## config.mk

```make
export PLATFORM = sky130hd
export DESIGN_NAME = reg_select_sequencer_flat
export DESIGN_NICKNAME = d
export VERILOG_FILES = /design/src/rtl/reg_select_sequencer_if.sv /design/src/rtl/reg_select_sequencer.sv /design/src/flat_wrapper.sv
export SDC_FILE = /design/constraint.sdc
export NUM_CORES = 1
export LEC_CHECK = 0
export CAP_MARGIN = 30
export CORE_MARGIN = 3
export CORE_UTILIZATION = 50
export CTS_BUF_LIST = sky130_fd_sc_hd__clkbuf_8
export DETAILED_ROUTE_END_ITERATION = 8
export PLACE_DENSITY_LB_ADDON = 0.25
export SETUP_SLACK_MARGIN = 0.5
export SLEW_MARGIN = 30
export SYNTH_ARGS = -nofsm -noshare
export SYNTH_HDL_FRONTEND = slang
export SYNTH_SLANG_ARGS = --single-unit
```

## constraint.sdc

```tcl
create_clock -name i_clock -period 2.3 [get_ports i_clock]
set_clock_uncertainty 0.2 [all_clocks]
set_input_delay 0.46 -clock i_clock [delete_from_list [all_inputs] [get_ports i_clock]]
set_output_delay 0.46 -clock i_clock [all_outputs]
set_load 0.05 [all_outputs]
```

## src/rtl/reg_select_sequencer_if.sv

```systemverilog
// Purpose: request/response bundle between a controller and the select sequencer.
// Latency: n/a (signal bundle only).
// Backpressure: i_hold stalls an active sweep; there is no other flow control.
interface reg_select_sequencer_if #(
  parameter int IDX_W = 4
);
  localparam int OUT_W = 1 << IDX_W;

  // Requests towards the sequencer
  logic             i_en;
  logic [IDX_W-1:0] i_idx;
  logic             i_sweep_start;
  logic [IDX_W-1:0] i_sweep_first;
  logic [IDX_W-1:0] i_sweep_last;
  logic             i_hold;

  // Registered responses from the sequencer
  logic [OUT_W-1:0] o_sel;
  logic             o_sel_valid;
  logic [IDX_W-1:0] o_cur_idx;
  logic             o_busy;
  logic             o_done;

  modport master (
    output i_en, i_idx, i_sweep_start, i_sweep_first, i_sweep_last, i_hold,
    input  o_sel, o_sel_valid, o_cur_idx, o_busy, o_done
  );

  modport slave (
    input  i_en, i_idx, i_sweep_start, i_sweep_first, i_sweep_last, i_hold,
    output o_sel, o_sel_valid, o_cur_idx, o_busy, o_done
  );
endinterface

```

## src/rtl/reg_select_sequencer.sv

```systemverilog
// Purpose: one-hot select driver; direct decode of an index or a wrapping index sweep.
// Latency: one cycle from a sampled request to the registered select.
// Backpressure: i_hold freezes a sweep (select forced to zero) and resumes at the next index.
module reg_select_sequencer #(
  parameter int IDX_W = 4
) (
  input  logic                   i_clock,
  input  logic                   i_clear,
  reg_select_sequencer_if.slave  bus
);
  localparam int OUT_W = 1 << IDX_W;

  typedef enum logic [1:0] {
    ST_IDLE  = 2'd0,
    ST_SWEEP = 2'd1,
    ST_DONE  = 2'd2
  } state_t;

  state_t           r_state;
  logic [IDX_W-1:0] r_last;
  logic [IDX_W-1:0] r_cur_idx;
  logic [OUT_W-1:0] r_sel;
  logic             r_sel_valid;
  logic             r_busy;
  logic             r_done;

  // Next sweep index; natural IDX_W overflow gives the OUT_W-1 -> 0 wrap.
  logic [IDX_W-1:0] w_next_idx;
  assign w_next_idx = r_cur_idx + IDX_W'(1);

  function automatic logic [OUT_W-1:0] f_onehot(input logic [IDX_W-1:0] i_k);
    logic [OUT_W-1:0] v;
    v      = '0;
    v[i_k] = 1'b1;
    return v;
  endfunction

  // Single registered FSM: every output is a flop, so no input reaches an output combinationally.
  always_ff @(posedge i_clock or posedge i_clear) begin
    if (i_clear) begin
      r_state     <= ST_IDLE;
      r_last      <= '0;
      r_cur_idx   <= '0;
      r_sel       <= '0;
      r_sel_valid <= 1'b0;
      r_busy      <= 1'b0;
      r_done      <= 1'b0;
    end else begin
      r_done <= 1'b0;
      case (r_state)
        ST_IDLE: begin
          if (bus.i_sweep_start) begin
            // Sweep request outranks a simultaneous direct decode.
            r_state     <= ST_SWEEP;
            r_last      <= bus.i_sweep_last;
            r_cur_idx   <= bus.i_sweep_first;
            r_sel       <= f_onehot(bus.i_sweep_first);
            r_sel_valid <= 1'b1;
            r_busy      <= 1'b1;
          end else if (bus.i_en) begin
            r_cur_idx   <= bus.i_idx;
            r_sel       <= f_onehot(bus.i_idx);
            r_sel_valid <= 1'b1;
          end else begin
            r_cur_idx   <= '0;
            r_sel       <= '0;
            r_sel_valid <= 1'b0;
          end
        end
        ST_SWEEP: begin
          if (bus.i_hold) begin
            // Stall: keep the index so the sweep resumes without skip or repeat.
            r_sel       <= '0;
            r_sel_valid <= 1'b0;
          end else if (r_cur_idx == r_last) begin
            r_state     <= ST_DONE;
            r_cur_idx   <= '0;
            r_sel       <= '0;
            r_sel_valid <= 1'b0;
            r_busy      <= 1'b0;
            r_done      <= 1'b1;
          end else begin
            r_cur_idx   <= w_next_idx;
            r_sel       <= f_onehot(w_next_idx);
            r_sel_valid <= 1'b1;
          end
        end
        ST_DONE: begin
          // One-cycle completion pulse; requests seen here are dropped.
          r_state     <= ST_IDLE;
          r_cur_idx   <= '0;
          r_sel       <= '0;
          r_sel_valid <= 1'b0;
          r_busy      <= 1'b0;
        end
        default: begin
          r_state     <= ST_IDLE;
          r_cur_idx   <= '0;
          r_sel       <= '0;
          r_sel_valid <= 1'b0;
          r_busy      <= 1'b0;
        end
      endcase
    end
  end

  assign bus.o_sel       = r_sel;
  assign bus.o_sel_valid = r_sel_valid;
  assign bus.o_cur_idx   = r_cur_idx;
  assign bus.o_busy      = r_busy;
  assign bus.o_done      = r_done;
endmodule

```

## src/flat_wrapper.sv

```systemverilog
// flat-port wrapper written by rule: the top's interface ports become plain ports
module reg_select_sequencer_flat 
#(
  parameter int IDX_W = 4
)
  (i_clock, i_clear, bus_i_en, bus_i_idx, bus_i_sweep_start, bus_i_sweep_first, bus_i_sweep_last, bus_i_hold, bus_o_sel, bus_o_sel_valid, bus_o_cur_idx, bus_o_busy, bus_o_done);
  reg_select_sequencer_if #(.IDX_W(IDX_W)) bus_i ();
  input  logic i_clock;
  input  logic i_clear;
  input wire logic [$bits(bus_i.i_en)-1:0] bus_i_en;
  input wire logic [$bits(bus_i.i_idx)-1:0] bus_i_idx;
  input wire logic [$bits(bus_i.i_sweep_start)-1:0] bus_i_sweep_start;
  input wire logic [$bits(bus_i.i_sweep_first)-1:0] bus_i_sweep_first;
  input wire logic [$bits(bus_i.i_sweep_last)-1:0] bus_i_sweep_last;
  input wire logic [$bits(bus_i.i_hold)-1:0] bus_i_hold;
  output wire logic [$bits(bus_i.o_sel)-1:0] bus_o_sel;
  output wire logic [$bits(bus_i.o_sel_valid)-1:0] bus_o_sel_valid;
  output wire logic [$bits(bus_i.o_cur_idx)-1:0] bus_o_cur_idx;
  output wire logic [$bits(bus_i.o_busy)-1:0] bus_o_busy;
  output wire logic [$bits(bus_i.o_done)-1:0] bus_o_done;
  assign bus_i.i_en = bus_i_en;
  assign bus_i.i_idx = bus_i_idx;
  assign bus_i.i_sweep_start = bus_i_sweep_start;
  assign bus_i.i_sweep_first = bus_i_sweep_first;
  assign bus_i.i_sweep_last = bus_i_sweep_last;
  assign bus_i.i_hold = bus_i_hold;
  assign bus_o_sel = bus_i.o_sel;
  assign bus_o_sel_valid = bus_i.o_sel_valid;
  assign bus_o_cur_idx = bus_i.o_cur_idx;
  assign bus_o_busy = bus_i.o_busy;
  assign bus_o_done = bus_i.o_done;
  reg_select_sequencer #(.IDX_W(IDX_W)) u_core (.i_clock(i_clock), .i_clear(i_clear), .bus(bus_i));
endmodule
```

* Yosys cells after proc, flatten, opt, wreduce, memory -nomap -nowiden
Index checks and enable logic that the tools add are counted.
** Storage, ports and cells
- Bits of input ports :: 17
- Output and inout bits :: 23
- Logic and storage cells :: 57
- Flip-flop bits (word level) :: 29
** Cells by class
- $lt $le $gt $ge :: 6
- Reduce and logical (&&, ||, !) cells :: 6
- Equality and inequality tests :: 5
- Mux-type cells :: 32
- $add $sub $neg :: 1
** Operator list (count)
- $mux 16 :: 4
- $pmux 16 s2 :: 1
- $mux 4 :: 4
- $lt 4x5->1 const B :: 3
- $mux 1 :: 13
- $demux 1 s4 :: 3
- $ge 4x1->1 const B :: 3
- $pmux 4 s2 :: 1
- $mux 2 :: 3
- $add 4x1->4 const B :: 1
- $eq 4x4->1 :: 1
- $ne 2x2->1 const B :: 2
- $pmux 1 s2 :: 2
- $pmux 2 s2 :: 1
- $logic_and 1x1->1 :: 3
- $reduce_and 3->1 :: 1
- $eq 2x1->1 const B :: 1
- $logic_not 2->1 :: 1
- $ne 2x1->1 const B :: 1
- $reduce_and 2->1 :: 1

* Longest topological paths before layout
- Depth in word-level cells :: 8
- Depth in mapped cells :: 6
- Depth with buffers taken out :: 4

* Worst setup path after synthesis
No wires, ideal clock.
- Path kind :: register to register
- From :: register u_core.r_cur_idx[2] (netlist: u_core.bus.o_cur_idx[2])
- To :: register u_core.r_sel[4] (netlist: u_core.bus.o_sel[4])
- Required time :: 1.974 ns
- Library setup time :: 0.126 ns
- Cell stages (with the launch flop) :: 6
- Period minus slack after synthesis :: 2.243 ns
- Buffers on the path :: 1
- Setup slack :: 0.057 ns
- Arrival :: 1.917 ns
- Cells stage by stage :: dfrtp_1 -> clkbuf_1 -> xnor2_1 -> nand4_1 -> and3_1 -> a221o_1
** On the way
- Word-level cells in the longest chain between the ends :: 8
- Elaborated cells between the ends (all ways) :: 10
- Those cells by class :: add/sub (1); order compare (2); eq/ne (1); mux (5); reduce/logical (1)
** Ends and longest elaborated chain
- start, declared :: RTL line reg_select_sequencer.sv:21 : logic [IDX_W-1:0] r_cur_idx;
- start signal, assigned :: RTL line reg_select_sequencer.sv:56 : r_cur_idx <= bus.i_sweep_first;
- start signal, assigned :: RTL line reg_select_sequencer.sv:61 : r_cur_idx <= bus.i_idx;
- start signal, assigned :: RTL line reg_select_sequencer.sv:83 : r_cur_idx <= w_next_idx;
- $add 4x1->4 :: RTL line reg_select_sequencer.sv:29 : assign w_next_idx = r_cur_idx + IDX_W'(1);
- $lt 4x5->1 (implied by the code) / $ge 4x1->1 (equally long branches) :: RTL line reg_select_sequencer.sv:34 : v[i_k] = 1'b1;
- $logic_and 1x1->1 (implied by the code) :: RTL line reg_select_sequencer.sv:34
- $mux 1 (implied by the code) :: RTL line reg_select_sequencer.sv:34
- $demux 1 s4
- $mux 16 * :: RTL line reg_select_sequencer.sv:75 : end else if (r_cur_idx == r_last) begin
- $mux 16 * :: RTL line reg_select_sequencer.sv:71 : if (bus.i_hold) begin
- $pmux 16 s2 * :: RTL line reg_select_sequencer.sv:50 : case (r_state)
- end signal, assigned :: RTL line reg_select_sequencer.sv:57 : r_sel <= f_onehot(bus.i_sweep_first);
- end signal, assigned :: RTL line reg_select_sequencer.sv:62 : r_sel <= f_onehot(bus.i_idx);
- end signal, assigned :: RTL line reg_select_sequencer.sv:84 : r_sel <= f_onehot(w_next_idx);
- end, declared :: RTL line reg_select_sequencer.sv:22 : logic [OUT_W-1:0] r_sel;
Every way passes the cells marked *; elsewhere a longest branch is shown, timed or not.
A chain may end at the register's enable or synchronous reset.

==> summary.txt <==
Worst setup path
  • Kind of cell adding the most delay to the critical path: simple AND/OR/NAND/NOR gates
  • Arrival time of data at the critical path endpoint: 1.99 ns
  • Ordered cell list for the critical path: or4b_4 > or3_4 > or3_4 > o211ai_2
  • Critical path required time: 2.31 ns
  • Worst R2R Start: u_core.bus.o_busy$_DFFE_PP0P_
  • CP Max Fanout: 2
  • Count of buffer and inverter cells on the critical path: 0
  • CP dominant cell by count: sky130_fd_sc_hd__or3_4
  • Beginning of the critical path: u_core.bus.o_busy$_DFFE_PP0P_
  • Cell with the largest stage delay on the worst path: sky130_fd_sc_hd__or4b_4
  • Critical Path End Type: flop
  • Slowest stage delay, CP: 0.50 ns
  • CP Class: reg2reg
  • Startpoint kind of the worst setup timing path: flop

Finish
  • Share of layout cells above drive strength 1: 40.0%
  • Final net count: 238
  • # fillers: 171
  • ANT cells: 0
  • Area growth, synth to finish: 47.8%

Clocking
  • Worst-skew pair later-pin latency: 0.28 ns
  • Clock tree root buffer cell: sky130_fd_sc_hd__clkbuf_8
  • TritonCTS Buffers: 3
  • H-Tree Depth: 1
  • Clock tree buffer depth: 2
  • Clock slew seen by the registers of the worst setup and hold paths: 0.10 ns
  • Clock tree from TritonCTS: built
  • Number of clock sinks seen by CTS: 28

Flow run
  • MaxCap Viol Count: 0

Min path
  • Origin of the worst min-delay path: bus_i_hold
  • Worst min-delay path category: in2reg

Die
  • Number of top-level pins: 40
  • Floorplan die area: 3780 um^2
  • Width of the die: 61.5 um
  • Area of the core: 2850 um^2
  • Die outline height: 61.5 um
  • Effective utilization at floorplan: 53.9%
  • # rows: 19

Timing
  • Setup repair after global routing missed its margin: true
  • Upper clock frequency limit: 0.505 GHz
  • Minimum clock period: 1.98 ns
  • Number of hold violations in the final report: 0
  • Post-route clock period utilization: 86.0%
  • Tightest Pin Transition: 0.485 ns
  • Setup TNS: 0 ns
  • Number of pins exceeding their max-slew limit in the final report: 0
  • Slew margin rel.: 67.8%
  • Final setup violation count: 0

Yosys
  • Mean instance size in the synthesized netlist: 9.99 um^2
  • Count of mapped cells out of synthesis: 154
  • Unique cell type count in the Yosys netlist: 39
  • Share of flip-flops with an asynchronous set or reset: 100%
  • Number of enable-type register cells in the synthesized netlist: 0
  • Synth Flop Type: sky130_fd_sc_hd__dfrtp_1
  • Flop and latch count out of synthesis: 28
  • Net count after synthesis: 176
  • Yosys warning count: 0
  • Share of synthesized area occupied by flip-flops and latches: 45.5%
  • Post-Synthesis Cell Area: 1540 um^2

Routing
  • Number of DRC violations after detailed-routing iteration 0: 143
  • Drt total wl: 4.45 mm
  • Average via count per standard cell: 6.26
  • Overall via count from detail_route: 1539
  • Number of detailed-route iterations in the first pass: 4
  • DRC viols: 0
  • Antenna Nets Post-Route: 0
  • Wirelength per Cell: 18.1 um

GRT
  • Overall global routing resource usage: 24.7%
  • Maximum number of pins on one net before global-route repair: 29
  • Wire length of the first global-routing pass: 6.87 mm
  • Total congestion overflow: 0
  • Initial antenna violation count: 0
  • Vias in the first global route: 1443

Run status
  • Outcome: completed

Power
  • Power consumption: 0.00277 W
  • Leak: 1.04 nW
  • Power density over the cells: 1220 nW/um^2
  • VDD IR max: 921 uV

Placed design
  • Count of input and output buffers: 39
  • Gp weighted congestion: 0.875
  • Detailed placer's ending HPWL: 2.88 mm
-- cell families after synthesis --
group | share of synthesized area, %
and+or+nand+nor | 23.7
muxes | 2.93
buffers and inverters | 3.90
xor gates and xnor gates | 3.98
adders and majority gates | 4.07
DFF | 45.5
AOI/OAI and AO/OA | 15.9
-- cell usage after synthesis (2+ instances only) --
cell | number | area share, %
sky130_fd_sc_hd__a221oi_1 | 3 | 1.7
sky130_fd_sc_hd__and3_1 | 2 | 0.81
sky130_fd_sc_hd__nand2_1 | 17 | 4.1
sky130_fd_sc_hd__o211ai_1 | 2 | 0.98
sky130_fd_sc_hd__inv_1 | 6 | 1.5
sky130_fd_sc_hd__mux2_2 | 4 | 2.9
sky130_fd_sc_hd__nor2b_1 | 4 | 1.6
sky130_fd_sc_hd__nor2_1 | 6 | 1.5
sky130_fd_sc_hd__nand3_1 | 12 | 3.9
sky130_fd_sc_hd__ha_1 | 5 | 4.1
sky130_fd_sc_hd__o221ai_1 | 12 | 6.8
sky130_fd_sc_hd__clkbuf_1 | 5 | 1.2
sky130_fd_sc_hd__xnor2_1 | 6 | 3.4
sky130_fd_sc_hd__and3b_1 | 2 | 1.1
sky130_fd_sc_hd__nand2b_1 | 8 | 3.3
sky130_fd_sc_hd__nor3b_1 | 2 | 0.98
sky130_fd_sc_hd__nor3_1 | 5 | 1.6
sky130_fd_sc_hd__buf_1 | 2 | 0.49
sky130_fd_sc_hd__o21ai_0 | 2 | 0.65
sky130_fd_sc_hd__nand4_1 | 3 | 1.2
sky130_fd_sc_hd__dfrtp_1 | 28 | 46
-- timing repair --
item / 4_1_cts / 5_1_grt
resized for setup: 49 / 58
pin swaps: 7 / 8
gates cloned: 0 / 1
setup buffers: 10 / 4
hold buffers: 0 / 0
setup endpoints to repair: 46 / 41
-- cells in the final DEF, fill, tap and decap left out, types with 2 or more instances in the layout --
| cell | count |
|---|---|
| sky130_fd_sc_hd__nand2_1 | 17 |
| sky130_fd_sc_hd__nor3_1 | 4 |
| sky130_fd_sc_hd__o221ai_2 | 3 |
| sky130_fd_sc_hd__mux2_2 | 4 |
| sky130_fd_sc_hd__inv_1 | 6 |
| sky130_fd_sc_hd__or3_4 | 2 |
| sky130_fd_sc_hd__xnor2_2 | 6 |
| sky130_fd_sc_hd__nand2b_1 | 7 |
| sky130_fd_sc_hd__o221ai_1 | 9 |
| sky130_fd_sc_hd__dfrtp_1 | 23 |
| sky130_fd_sc_hd__nand3_2 | 3 |
| sky130_fd_sc_hd__clkdlybuf4s50_1 | 13 |
| sky130_fd_sc_hd__clkdlybuf4s15_1 | 4 |
| sky130_fd_sc_hd__nor2b_1 | 4 |
| sky130_fd_sc_hd__a221oi_1 | 3 |
| sky130_fd_sc_hd__nand3_1 | 9 |
| sky130_fd_sc_hd__ha_1 | 4 |
| sky130_fd_sc_hd__nand4_1 | 3 |
| sky130_fd_sc_hd__o211ai_1 | 2 |
| sky130_fd_sc_hd__nor2_1 | 5 |
| sky130_fd_sc_hd__clkbuf_2 | 15 |
| sky130_fd_sc_hd__buf_2 | 3 |
| sky130_fd_sc_hd__clkbuf_8 | 3 |
| sky130_fd_sc_hd__dfrtp_2 | 5 |
| sky130_fd_sc_hd__buf_4 | 26 |
-- routing by layer --
metal / global-route usage [%] / vias to the layer above / share of wire (%)
met2: 41.7 / 99 / 50
met3: 4.40 / 12 / 9.9
met4: 8.79 / 0 / 2.1
met1: 31.5 / 737 / 38
li1: - / 691 / -
met5: 0 / - / 0
-- state kept, by name, summed over array words and instances (netlist names) --
name	cells
u_core.r_state	1
u_core.bus.o_done	1
u_core.bus.o_sel	16
u_core.bus.o_cur_idx	4
u_core.r_last	4
u_core.bus.o_busy	1
u_core.bus.o_sel_valid	1
-- stage by stage --
stage	hold slack, ns	cell area [um^2]	std cells	utilization, %	setup WS, ns
2_1_floorplan	0.302	1550	154	-	0.245
3_3_place_gp	0.314	2020	227	70.7	-0.118
3_5_place_dp	0.317	2020	227	70.7	-0.147
4_1_cts	0.350	2210	241	77.5	0.258
5_1_grt	0.329	2270	246	79.7	0.284
6_report	0.302	2270	246	79.7	0.321
-- power breakdown --
group / total (W) / leakage, nW / internal, W / switching (W)
logic: 0.00161 / 0.641 / 0.000622 / 0.000985
registers: 0.000763 / 0.362 / 0.000639 / 0.000124
clock network: 0.000398 / 0.0357 / 0.000233 / 0.000165
-- final timing paths --
path / cells past startpoint / end / slack (ns)
hold reg to reg: 1 / u_core.r_last[1]$_DFFE_PP0P_ / 0.38
hold / removal: 2 / u_core.r_state[1]$_DFFE_PP0P_ / 0.30
setup / recovery: 4 / u_core.bus.o_sel[0]$_DFF_PP0_ / 0.32
setup reg to reg: 4 / u_core.bus.o_sel[0]$_DFF_PP0_ / 0.32
max in group asynchronous: 3 / u_core.bus.o_cur_idx[3]$_DFFE_PP0P_ / 1.28
min in group asynchronous: 3 / u_core.bus.o_sel[3]$_DFF_PP0_ / 0.34
-- final cells by class --
type,count,area [um^2],share of cell area [%]
clock buffers,3,41.3,1.82
clock inverters,1,30.0,1.32
inverters,6,22.5,0.990
multi-input cells,112,936,41.1
flip-flops and latches,28,707,31.1
well taps,31,38.8,1.71
repair buffers,65,499,21.9
No activity file was read; power rests on OpenSTA's default activity.
